`src/rtl/serial_add_pkg.sv`:
```
// Shared types and constants for the bit-serial add/subtract controller.
package serial_add_pkg;

  typedef enum logic [1:0] {
    IDLE = 2'd0,
    RUN  = 2'd1,
    DONE = 2'd2
  } state_t;

  localparam logic MODE_ADD = 1'b0;
  localparam logic MODE_SUB = 1'b1;

endpackage

```
`src/rtl/serial_add_ctrl_fa_cell.sv`:
```
// Combinational 1-bit full adder; the only adder in the controller.
module fa_cell (
  input  logic a,
  input  logic b,
  input  logic cin,
  output logic s,
  output logic cout
);

  // Sum and carry of a single bit position
  always_comb begin
    s    = a ^ b ^ cin;
    cout = (a & b) | ((a ^ b) & cin);
  end

endmodule

```
`src/rtl/serial_add_ctrl.sv`:
```
// Bit-serial add/subtract controller: one full-adder cell stepped LSB first.
//
// state | meaning
// IDLE  | waiting for start; last result held on sum/cout/ovf
// RUN   | one operand bit per cycle through the shared cell
// DONE  | single-cycle done pulse, result already on the outputs
module serial_add_ctrl
  import serial_add_pkg::*;
#(
  parameter int WIDTH = 8
) (
  input  logic             clk,
  input  logic             rst_n,
  input  logic             start,
  input  logic             sub,
  input  logic             cin,
  input  logic [WIDTH-1:0] a,
  input  logic [WIDTH-1:0] b,
  output logic             busy,
  output logic             done,
  output logic [WIDTH-1:0] sum,
  output logic             cout,
  output logic             ovf
);

  localparam int CNT_W = (WIDTH > 1) ? $clog2(WIDTH) : 1;

  state_t           state;
  state_t           state_nxt;
  logic [WIDTH-1:0] a_sh;
  logic [WIDTH-1:0] b_sh;
  logic [WIDTH-1:0] sum_sh;
  logic [WIDTH-1:0] sum_sh_nxt;
  logic             carry;
  logic [CNT_W-1:0] bit_cnt;
  logic             last_bit;
  logic             fa_s;
  logic             fa_cout;
  logic [WIDTH-1:0] sum_q;
  logic             cout_q;
  logic             ovf_q;

  fa_cell u_fa (
    .a    (a_sh[0]),
    .b    (b_sh[0]),
    .cin  (carry),
    .s    (fa_s),
    .cout (fa_cout)
  );

  assign last_bit = (bit_cnt == CNT_W'(WIDTH - 1));

  // Next sum shift value: cell output enters at the MSB
  always_comb begin
    sum_sh_nxt            = sum_sh >> 1;
    sum_sh_nxt[WIDTH-1]   = fa_s;
  end

  // State register
  always_ff @(posedge clk or negedge rst_n) begin
    if (!rst_n) state <= IDLE;
    else        state <= state_nxt;
  end

  // Next-state logic; start outside IDLE is dropped, not queued
  always_comb begin
    state_nxt = state;
    unique case (state)
      IDLE:    if (start) state_nxt = RUN;
      RUN:     if (last_bit) state_nxt = DONE;
      DONE:    state_nxt = IDLE;
      default: state_nxt = IDLE;
    endcase
  end

  // Status outputs decoded from state
  always_comb begin
    busy = (state != IDLE);
    done = (state == DONE);
  end

  // Operand/carry/counter datapath and result registers loaded on entry to DONE
  always_ff @(posedge clk or negedge rst_n) begin
    if (!rst_n) begin
      a_sh    <= '0;
      b_sh    <= '0;
      sum_sh  <= '0;
      carry   <= 1'b0;
      bit_cnt <= '0;
      sum_q   <= '0;
      cout_q  <= 1'b0;
      ovf_q   <= 1'b0;
    end else begin
      if (state == IDLE && start) begin
        a_sh    <= a;
        b_sh    <= (sub == MODE_SUB) ? ~b : b;
        carry   <= (sub == MODE_ADD) ? cin : 1'b1;
        bit_cnt <= '0;
      end else if (state == RUN) begin
        a_sh    <= a_sh >> 1;
        b_sh    <= b_sh >> 1;
        sum_sh  <= sum_sh_nxt;
        carry   <= fa_cout;
        bit_cnt <= bit_cnt + 1'b1;
        if (last_bit) begin
          sum_q  <= sum_sh_nxt;
          cout_q <= fa_cout;
          ovf_q  <= carry ^ fa_cout;
        end
      end
    end
  end

  assign sum  = sum_q;
  assign cout = cout_q;
  assign ovf  = ovf_q;

endmodule

```
`config.mk`:
```
export PLATFORM = sky130hd
export DESIGN_NAME = serial_add_ctrl
export DESIGN_NICKNAME = d
export VERILOG_FILES = /design/src/rtl/serial_add_pkg.sv /design/src/rtl/serial_add_ctrl_fa_cell.sv /design/src/rtl/serial_add_ctrl.sv
export SDC_FILE = /design/constraint.sdc
export NUM_CORES = 1
export LEC_CHECK = 0
export BUFFER_PORTS_ARGS = -buffer_cell sky130_fd_sc_hd__buf_2
export CAP_MARGIN = 10
export CORE_UTILIZATION = 40
export CTS_CLUSTER_SIZE = 10
export DETAILED_ROUTE_END_ITERATION = 16
export GPL_ROUTABILITY_DRIVEN = 1
export PLACE_DENSITY_LB_ADDON = 0.3
export SYNTH_ARGS = -nofsm -noshare
export SYNTH_HDL_FRONTEND = slang
export SYNTH_SLANG_ARGS = --single-unit
```
`constraint.sdc`:
```
create_clock -name clk -period 1.75 [get_ports clk]
set_input_delay 0.35 -clock clk [delete_from_list [all_inputs] [get_ports clk]]
set_output_delay 0.35 -clock clk [all_outputs]
set_load 0.01 [all_outputs]
```
[Word level (Yosys, flattened, before mapping)]
Cells that the tools add are included.
Operators by class
  equality and inequality tests: 5
  add/sub/neg operators: 1
  reduce and logical (&&, ||, !) cells: 7
  multiplexer cells: 13
  bitwise gates (word level): 8
Operator list (number)
  $mux W8: 5
  $not A8 Y8: 1
  $mux W3: 2
  $mux W2: 2
  $ne A2 B2 Y1 const B: 2
  $pmux W2 S2: 1
  $reduce_and A2 Y1: 2
  $reduce_bool A2 Y1: 2
  $add A3 B1 Y3 const B: 1
  $eq A3 B3 Y1 const B: 1
  $mux W1: 3
  $reduce_and A3 Y1: 1
  $xor A1 B1 Y1: 3
  $and A1 B1 Y1: 2
  $eq A2 B1 Y1 const B: 1
  $eq A2 B2 Y1 const B: 1
  $logic_not A2 Y1: 1
  $logic_and A1 B1 Y1: 1
  $not A1 Y1: 1
  $or A1 B1 Y1: 1
Word-level totals
  register bits: 40
  logic and storage cells: 43
  output and inout bits: 12
  bits of input ports: 21

[Logic depth before layout (Yosys ltp)]
Gate-level depths: netlist of the first run.
  word-level depth: 5
  depth in mapped cells: 6

[Cells and area by module]
A second synthesis of the first run with hierarchy kept.
Second synthesis, totals
  cell total of the unflattened synthesis: 179
  area, all modules: 1781.7 um^2
By module, submodules not included
  serial_add_ctrl: cells each 178, instances 1, sequential area each 975.9 um^2, area each 1761.7 um^2
  fa_cell: cells each 1, instances 1, sequential area each 0.0 um^2, area each 20.0 um^2

[Least setup slack after synthesis of the first run]
No wires, ideal clock.
  path kind: register to register
  start point: reg bit_cnt[0]
  end point: reg cout_q (netlist: cout)
  buffers on the path: 1
  library setup time: 0.125 ns
  path slack: 0.222 ns
  required time: 1.625 ns
  arrival time: 1.404 ns
  cell stages (with the launch flop): 6
  cells stage by stage: dfrtp_1 > ha_1 > ha_1 > nand3b_1 > buf_2 > mux2_2
On the way
  cells in the longest elaborated chain, start to end: 2
Ends and longest elaborated chain
  start: declaration: RTL line serial_add_ctrl.sv:35  | logic [CNT_W-1:0] bit_cnt;
  start signal: assignment: RTL line serial_add_ctrl.sv:104  | bit_cnt <= bit_cnt + 1'b1;
  $eq A3 B3 Y1: RTL line serial_add_ctrl.sv:51  | assign last_bit = (bit_cnt == CNT_W'(WIDTH - 1));
  $reduce_and A3 Y1 (no line)
  end signal: assignment: RTL line serial_add_ctrl.sv:107  | cout_q <= fa_cout;
  end: declaration: RTL line serial_add_ctrl.sv:40  | logic cout_q;
No other way between the ends.
A chain may end at the register's enable or synchronous reset.

[Final worst setup path of the first run]
  start point: reg state[0]
  end point: out busy
On the way
  cells in the longest elaborated chain, start to end: 1
Ends and longest elaborated chain
  start: declaration: RTL line serial_add_ctrl.sv:28  | state_t state;
  start signal: assignment: RTL line serial_add_ctrl.sv:62  | else state <= state_nxt;
  $reduce_bool A2 Y1: RTL line serial_add_ctrl.sv:78  | busy = (state != IDLE);
  end: declaration: RTL line serial_add_ctrl.sv:19  | output logic busy,
No other way between the ends.

==> results of run 1 <==
## power breakdown
group,internal [mW],leakage (nW),total [mW],switching [mW]
Clock,0.273,0.0477,0.586,0.314
Sequential,1.32,0.482,1.58,0.259
Combinational,0.633,0.519,1.39,0.753
Total,2.23,1.05,3.55,1.33
## kinds of logic after synthesis
group	Yosys count	share of synthesized area
buf+inv	15	0.0532
xor+xnor	9	0.0441
simple gates	79	0.185
flops	39	0.546
mux	9	0.0567
compound gates	26	0.0896
fa+ha+maj	3	0.0252
## layer usage
layer / wire (um) / GRT usage / vias to the layer above
met5: 0 / 0 / -
met4: 54 / 0.0842 / 0
met3: 147 / 0.0428 / 5
met2: 1570 / 0.285 / 30
met1: 1630 / 0.205 / 628
li1: - / - / 667
## flip-flops by register name, summed over array words and instances, names as in the netlist
name and cells:
cout 1, ovf 1, a_sh 8, b_sh 8, state 2, carry 1
sum 8, bit_cnt 3, sum_sh 7
## synth_stat cells
master    instances  area [sq um]
or2b_1            1          7.51
xnor2_1           2          17.5
a31oi_1          12          75.1
o21ai_2           1          8.76
xor2_1            7          61.3
and2_0            1          6.26
buf_6             4          45.0
clkbuf_1          1          3.75
or4b_1            1          10.0
a22oi_1           2          15.0
mux2_2            9           101
nor2b_1           1          6.26
nand2_1          54           203
nand2b_1          1          6.26
o22ai_1           3          18.8
o21bai_1          1          7.51
nor3b_1           1          7.51
nor2_1           13          48.8
nand3_1           4          20.0
ha_1              2          25.0
a21oi_1           2          10.0
or3b_1            1          8.76
nand3b_1          1          7.51
o21ai_0           5          25.0
dfrtp_1          39           976
fa_1              1          20.0
buf_2             7          35.0
inv_1             3          11.3
## area by class of cell
type	instances	area, sq um
clock buffers	5	68.8
clock inverters	3	15.0
fillers	424	2050
inverters	3	11.3
multi-input cells	126	717
flip-flops and latches	39	976
well taps	50	62.6
repair buffers	41	240
## worst max-delay path by stage
| stage | start | to | cells past startpoint |
|---|---|---|---|
| floorplan | bit_cnt[0] | cout | 5 |
| global placement | bit_cnt[0] | sum[4] | 5 |
| detailed placement | bit_cnt[0] | sum[7] | 5 |
| CTS | state[0] | busy | 4 |
| global route | state[0] | busy | 4 |
| finish | state[0] | busy | 4 |
## through the flow
stage / util / hold slack [ns]
floorplan: - / 0.0544
global placement: 0.484 / 0.335
CTS: 0.505 / 0.0177
detailed placement: 0.484 / 0.332
global route: 0.505 / 0.0278
finish: 0.505 / 0.0175
## critical path: stages, from the launching register on
cell	delay [ns]
dfrtp_1	0.44
buf_4	0.17
inv_1	0.11
nand2_1	0.08
buf_2	0.14
==> reports/metrics.cfg, run 1 <==
[clock_tree]
clkLatencyLatePin_ns=0.29
post_cts_resized=0
cts_buffers=5
cts_tree=yes
holdBufCountCts=0
clockBufferDepth=2
cts_setup_buffers=0
cts.reportedPaths.clkPinSlew_ns=0.08
htree_num_levels=2
clockRootBuffer=clkbuf_8
clock_sinks=39

[cells_and_area]
layout_commonest_cell=nand2_1
final_area_sq_mm=0.00209
layout-drive-gt1-share=0.272
fin_nets=240
layoutNonFillerInstCount=267
final_cell_mix=54 x nand2_1, 39 x dfrtp_1, 32 x buf_2
synthToLayoutAreaGrowth_pct=16.9
diodes=0

[yosys]
syn_area_per_cell_sq_um=9.93
post_synth_instance_area_sq_mm=0.00179
ys_types=28
synth_fp_nets=204
netlist_instances=180
ys_ff_latch=39
synth_seq_area_share=0.546
yosys_warnings=0

[timing]
final-max-slew-violation-count=0
worst_slew_pin_slew_ns=0.342
min_period_over_period=0.914
clock_skew_ns=0.00910
fmax_mhz=625
final_hold_viol_count=0
tns_ns=0
fin_crit_ns=1.60
rsz0062_at_grt=no
slew_headroom=0.772
final-setup-viol-count=0
setup_slack_ns=0.151

[setup_path]
cp-start-kind=flip-flop
path_max_fanout=6
worst_ep_arrival_time_ns=1.25
r2r-start=bit_cnt[0]
reg2reg_to=sum[7]
end_kind=output pin
r2r_slack_ns=0.22
path_class=flip-flop to output pin
r2r_cells=5
crit_required_ns=1.40

[power_and_ir_drop]
vdd.ir_drop.worst_mv=0.669
power_density_mw_per_mm2=1700
finalPower_mw=3.55
leakage_nw=1.05

[placement]
gp_congestion=0.740
place_inst=259
numPortBuffers=32
dpl_worst_slack_ns=0.214
dp_hpwl_um=2310
placed_area_sq_mm=0.00201

[die]
core_area_sq_mm=0.00414
io_pins=33
die_h_um=68.9
dieArea_sq_mm=0.00474
die_w_um=68.9
start_util=0.431
rows=23

[global_route]
grt_max_degree=40
antenna_found_initial=0
first_global_vias=1321
grt_overflow=0
grt_pass1_wl_um=5850
track_usage=0.171

[route]
drc_errors=0
final_antenna_net_count=0
num_vias=1330
routed_wl_um=3400
drt_pass1_iterations=4
avgRoutedWirePerCell_um=12.7
vias_per_cell=4.98
dr.first_iter.drc_count=40

[hold_path]
hold_path.class=input pin to async pin

[flow_run]
maxCapViolations=0

[outcome]
status=finished clean

(Power assumes the default switching activity.)
==> run 2, diff against run 1 <==
--- a/config.mk
+++ b/config.mk
@@ -7,11 +7,13 @@
 export LEC_CHECK = 0
 export BUFFER_PORTS_ARGS = -buffer_cell sky130_fd_sc_hd__buf_2
 export CAP_MARGIN = 10
+export CORE_MARGIN = 2
 export CORE_UTILIZATION = 40
 export CTS_CLUSTER_SIZE = 10
 export DETAILED_ROUTE_END_ITERATION = 16
 export GPL_ROUTABILITY_DRIVEN = 1
 export PLACE_DENSITY_LB_ADDON = 0.3
+export RECOVER_POWER = 25
 export SYNTH_ARGS = -nofsm -noshare
 export SYNTH_HDL_FRONTEND = slang
 export SYNTH_SLANG_ARGS = --single-unit
==> constraint.sdc (replaced) <==
create_clock -name clk -period 1.65 [get_ports clk]
set_input_delay 0.33 -clock clk [delete_from_list [all_inputs] [get_ports clk]]
set_output_delay 0.33 -clock clk [all_outputs]
set_load 0.01 [all_outputs]
==> run 2 against run 1 <==
  * Core utilization decreased by 1.8 points
  * Count of clock-buffer cells in the layout unchanged
  * Worst setup slack got worse by 0.079 ns
  * Critical path type unchanged
  * Sequential share of layout area decreased by 0.28 points
  * Global-route usage decreased by 3.0 points
  * Highest routed layer unchanged
  * Largest power group unchanged
  * Worst hold slack improved by 0.23 ns
  * Critical endpoint is now done
==> reports/metrics.cfg, run 2 (synthesis gave the netlist of run 1 again) <==
[clock_tree]
cts_setup_buffers=0
cts.reportedPaths.clkPinSlew_ns=0.08
clockRootBuffer=clkbuf_8
clock_sinks=39
htree_num_levels=2
clockBufferDepth=2
cts_buffers=5
post_cts_resized=0
cts_tree=yes
holdBufCountCts=0
clkLatencyLatePin_ns=0.29

[placement]
numPortBuffers=32
gp_congestion=0.734
dp_hpwl_um=2220
place_inst=262

[cells_and_area]
synthToLayoutAreaGrowth_pct=17.6
layout-drive-gt1-share=0.275
fin_nets=241
register_area_sq_um=976
final_cell_mix=54 x nand2_1, 39 x dfrtp_1, 32 x buf_2
layoutNonFillerInstCount=270
diodes=0
layout_commonest_cell=nand2_1
fin_util=0.486
fillers=432
multi_input_area_sq_um=717

[timing]
tns_ns=0
fmax_mhz=634
worst_slew_pin_slew_ns=0.949
rsz0062_at_grt=no
final_hold_viol_count=0
fin_crit_ns=1.58
clock_skew_ns=0.00986
final-max-slew-violation-count=0
final-setup-viol-count=0
slew_headroom=0.368
min_period_over_period=0.956

[power_and_ir_drop]
sw_frac_of_total=0.367
p_clk_frac=0.168
p_seq_frac=0.443
p_int_mw=2.38
power_density_mw_per_mm2=1780
finalPower_mw=3.75
leakage_nw=1.05
comb_power_share=0.390
vdd.ir_drop.worst_mv=0.712
power.switching_mw=1.38

[setup_path]
r2r_cells=5
r2r-start=bit_cnt[0]
r2r_slack_ns=0.16
reg2reg_to=cout
crit_required_ns=1.32
cp-start-kind=flip-flop
startpoint=state[1]
end_kind=output pin
path_max_fanout=11
worst_ep_arrival_time_ns=1.25
path_class=flip-flop to output pin

[flow_run]
maxCapViolations=0

[route]
final_antenna_net_count=0
drc_errors=0
dr.first_iter.drc_count=73
vias_per_cell=4.87
avgRoutedWirePerCell_um=11.7
num_vias=1315
routed_wl_um=3160
drt_pass1_iterations=4

[die]
start_util=0.413
die_h_um=70.9
io_pins=33
dieArea_sq_mm=0.00502
rows=24
die_w_um=70.9
core_area_sq_mm=0.00432

[global_route]
grt_overflow=0
use_met3=0.0385
grtUsageMet1=0.194
first_global_vias=1264
antenna_found_initial=0
top_usage_layer=met2
met2_usage=0.217
grt_pass1_wl_um=5620
track_usage=0.142
grt_max_degree=40

[hold_path]
hold_path_depth=3
min_to=a_sh[7]
hold_path.class=input pin to flip-flop
hp-start=a[7]

[outcome]
status=finished clean

==> run 2: changes by cell type in the layout (fill, tap and decap cells not counted) <==
cell	delta
clkinv_2	-2
clkbuf_2	+1
clkinvlp_4	+2
==> run 2: power groups by stage <==
stage / clock, mW / sequential, mW / combinational (mW)
after floorplan: 0 / 1.67 / 1.07
after global placement: 0 / 1.68 / 1.47
after detailed placement: 0 / 1.69 / 1.49
after CTS: 0.659 / 1.67 / 1.50
after global routing: 0.702 / 1.73 / 1.69
final: 0.629 / 1.66 / 1.46
==> run 2: how the worst max path moves through the flow <==
stage,endpoint,slack (ns),cells after the start
floorplan,cout,0.12,5
global placement,sum[5],0.18,5
detailed placement,sum[4],0.15,5
CTS,done,0.04,3
global route,done,0.003,3
finish,done,0.07,3
==> run 2: layout make-up <==
cell class / count / area share
Clock buffer: 5 / 0.0327
Clock inverter: 3 / 0.00952
Inverter: 3 / 0.00535
Multi-Input combinational cell: 126 / 0.341
Sequential cell: 39 / 0.464
Tap cell: 52 / 0.0309
Timing Repair Buffer: 42 / 0.117
==> run 2: through the flow <==
stage          hold WS (ns)  area, sq um  setup slack [ns]
3_3_place_gp          0.413         2020             0.176
3_5_place_dp          0.415         2020             0.151
6_report              0.243         2100            0.0724
4_1_cts              0.0897         2110            0.0442
5_1_grt               0.252         2100           0.00347
2_1_floorplan        0.0344         1790             0.122
==> run 2: critical path, stage by stage (launching register included) <==
cell and delay, ns:
dfrtp_1 0.53, inv_1 0.14, nor2_1 0.14, buf_2 0.15
==> run 2: per-layer routing <==
| metal | up-vias | routed length (um) |
|---|---|---|
| met2 | 28 | 1470 |
| met4 | 0 | 31 |
| met5 | - | 0 |
| met3 | 4 | 150 |
| li1 | 667 | - |
| met1 | 616 | 1520 |
==> run 3, diff against run 2 <==
--- a/config.mk
+++ b/config.mk
@@ -12,8 +12,10 @@
 export CTS_CLUSTER_SIZE = 10
 export DETAILED_ROUTE_END_ITERATION = 16
 export GPL_ROUTABILITY_DRIVEN = 1
+export GPL_TIMING_DRIVEN = 0
 export PLACE_DENSITY_LB_ADDON = 0.3
 export RECOVER_POWER = 25
 export SYNTH_ARGS = -nofsm -noshare
 export SYNTH_HDL_FRONTEND = slang
+export SYNTH_HIERARCHICAL = 1
 export SYNTH_SLANG_ARGS = --single-unit
==> run 3 against run 2 <==
  * Sequential share of layout area increased by 0.14 points
  * Final cell count increased by 0.37%
  * Synthesized cell count decreased by 0.56%
  * Count of clock-buffer cells in the layout increased by 2
  * Core utilization decreased by 0.14 points
  * Clock power decreased by 2%
  * Sequential power about the same
  * Sequential cell count unchanged
  * Critical endpoint is now sum[6]
==> reports/metrics.cfg, run 3 <==
[die]
start_util=0.412
rows=24
die_w_um=70.7
die_h_um=70.7
io_pins=33
dieArea_sq_mm=0.00500
core_area_sq_mm=0.00432

[route]
dr.first_iter.drc_count=98
vias_per_cell=4.90
routed_wl_um=3450
avgRoutedWirePerCell_um=12.7
final_antenna_net_count=0
drc_errors=0
num_vias=1327
drt_pass1_iterations=4

[timing]
slew_headroom=0.354
hold_ws_ns=0.185
min_period_over_period=0.948
final_hold_viol_count=0
fmax_mhz=639
final-setup-viol-count=0
final-max-slew-violation-count=0
setup_slack_ns=0.0860
tns_ns=0
rsz0062_at_grt=no
fin_crit_ns=1.56
worst_slew_pin_slew_ns=0.969
clock_skew_ns=0.00441

[setup_path]
critPathBufInv=1
crit_required_ns=1.83
path_max_fanout=10
critPathSlowestCell=dfrtp_1
cpPeakStageDelay_ns=0.40
path_class=flip-flop to flip-flop
worst_ep_arrival_time_ns=1.74
cp_top_family=adder cells
cp_cell_sequence=ha_1 > ha_1 > nand3b_1 > buf_6 > mux2_2
cp-start-kind=flip-flop
end_kind=flip-flop
crit_top_cell=ha_1

[placement]
dpl_worst_slack_ns=-0.0230
numPortBuffers=31
place_inst=262
gp_congestion=0.709
dp_hpwl_um=2330

[global_route]
first_global_vias=1264
grt_pass1_wl_um=5830
antenna_found_initial=0
track_usage=0.149
grt_overflow=0
grt_max_degree=40

[cells_and_area]
diodes=0
layout_commonest_cell=nand2_1
fin_util=0.485
final_cell_mix=55 x nand2_1, 39 x dfrtp_1, 35 x buf_2
layout-drive-gt1-share=0.274
fin_nets=242
synthToLayoutAreaGrowth_pct=17.7
layoutNonFillerInstCount=271

[power_and_ir_drop]
vdd.ir_drop.worst_mv=0.779
power_density_mw_per_mm2=1810
leakage_nw=1.05

[yosys]
synthTopCellsByCount=55 x nand2_1, 39 x dfrtp_1, 15 x nor2_1
synth.most_common_cell=nand2_1
ys_ff_latch=39
synth-edff-count=0
dominantRegCellSynth=dfrtp_1
syn_area_per_cell_sq_um=9.95
yosys_warnings=6
netlist_instances=179
synth_fp_nets=203
post_synth_instance_area_sq_mm=0.00178
synth_top_cell_area_share=0.548
synthTopCellsByArea=dfrtp_1 55%, nand2_1 12%, mux2_2 5.7%, a31oi_1 4.6%, xor2_1 3.4%
synth_seq_area_share=0.548
ys_types=27
ys_async_sr_fraction=1.00
synth_top_area_cell=dfrtp_1

[clock_tree]
holdBufCountCts=0
cts.reportedPaths.clkPinSlew_ns=0.07
clkLatencyLatePin_ns=0.29
clockBufferDepth=2
htree_num_levels=2
cts_buffers=5
cts_tree=yes
clockRootBuffer=clkbuf_8
clock_sinks=39

[outcome]
status=finished clean

[hold_path]
hold_path.class=input pin to async pin

[flow_run]
maxCapViolations=0

## run 3: report_power, final
group	total, mW	switching, mW	leakage [nW]	internal (mW)
sequential	1.69	0.289	0.481	1.40
combinational	1.50	0.816	0.528	0.680
clock	0.616	0.320	0.0422	0.296
## run 3: stage by stage
stage          area, sq um  power (mW)
2_1_floorplan         1780        2.75
3_3_place_gp          2000        3.16
3_5_place_dp          2000        3.21
4_1_cts               2090        3.84
5_1_grt               2100        4.15
6_report              2100        3.80
## run 3: what timing repair did
| action | in CTS | in global routing |
|---|---|---|
| resized for setup | 1 | 1 |
| buffers inserted | 0 | 1 |
| setup endpoints to repair | 7 | 7 |
| gates cloned | 0 | 0 |
## run 3: cell families (layout without fill, tap and decap cells)
| logic type | after synthesis | after routing | share of synthesized area |
|---|---|---|---|
| AO/OA/AOI/OAI | 24 | 24 | 0.0808 |
| XOR/XNOR | 9 | 9 | 0.0442 |
| adder cells (fa/ha/maj) | 3 | 3 | 0.0253 |
| buffers and inverters | 14 | 54 | 0.0527 |
| flip-flops | 39 | 39 | 0.548 |
| multiplexers | 9 | 9 | 0.0569 |
| AND/OR/NAND/NOR | 81 | 81 | 0.192 |
## run 3: final timing paths
kind,from,endpoint,slack [ns],depth (start not counted)
max,bit_cnt[0],sum[6],0.09,5
min in group clk,a[7],a_sh[7],0.25,3
min,rst_n,sum[6],0.18,1
max reg2reg,bit_cnt[0],sum[6],0.09,5
max in group asynchronous,rst_n,a_sh[0],0.87,1
min reg2reg,ovf,ovf,0.49,2
## run 3: per-layer routing
layer,vias up,global-route usage,wire (um)
met2,26,0.220,1610
met4,0,0.0629,72
li1,666,-,-
met5,-,0,0
met3,6,0.0385,132
met1,629,0.210,1640
## run 3: final cells by class
class | instances | area (sq um)
clock buffers | 7 | 76.3
plain buffers | 11 | 88.8
flip-flops and latches | 39 | 976
fillers | 444 | 2230
repair buffers | 32 | 163
clock inverters | 1 | 5.00
well taps | 52 | 65.1
inverters | 3 | 11.3
multi-input cells | 126 | 712
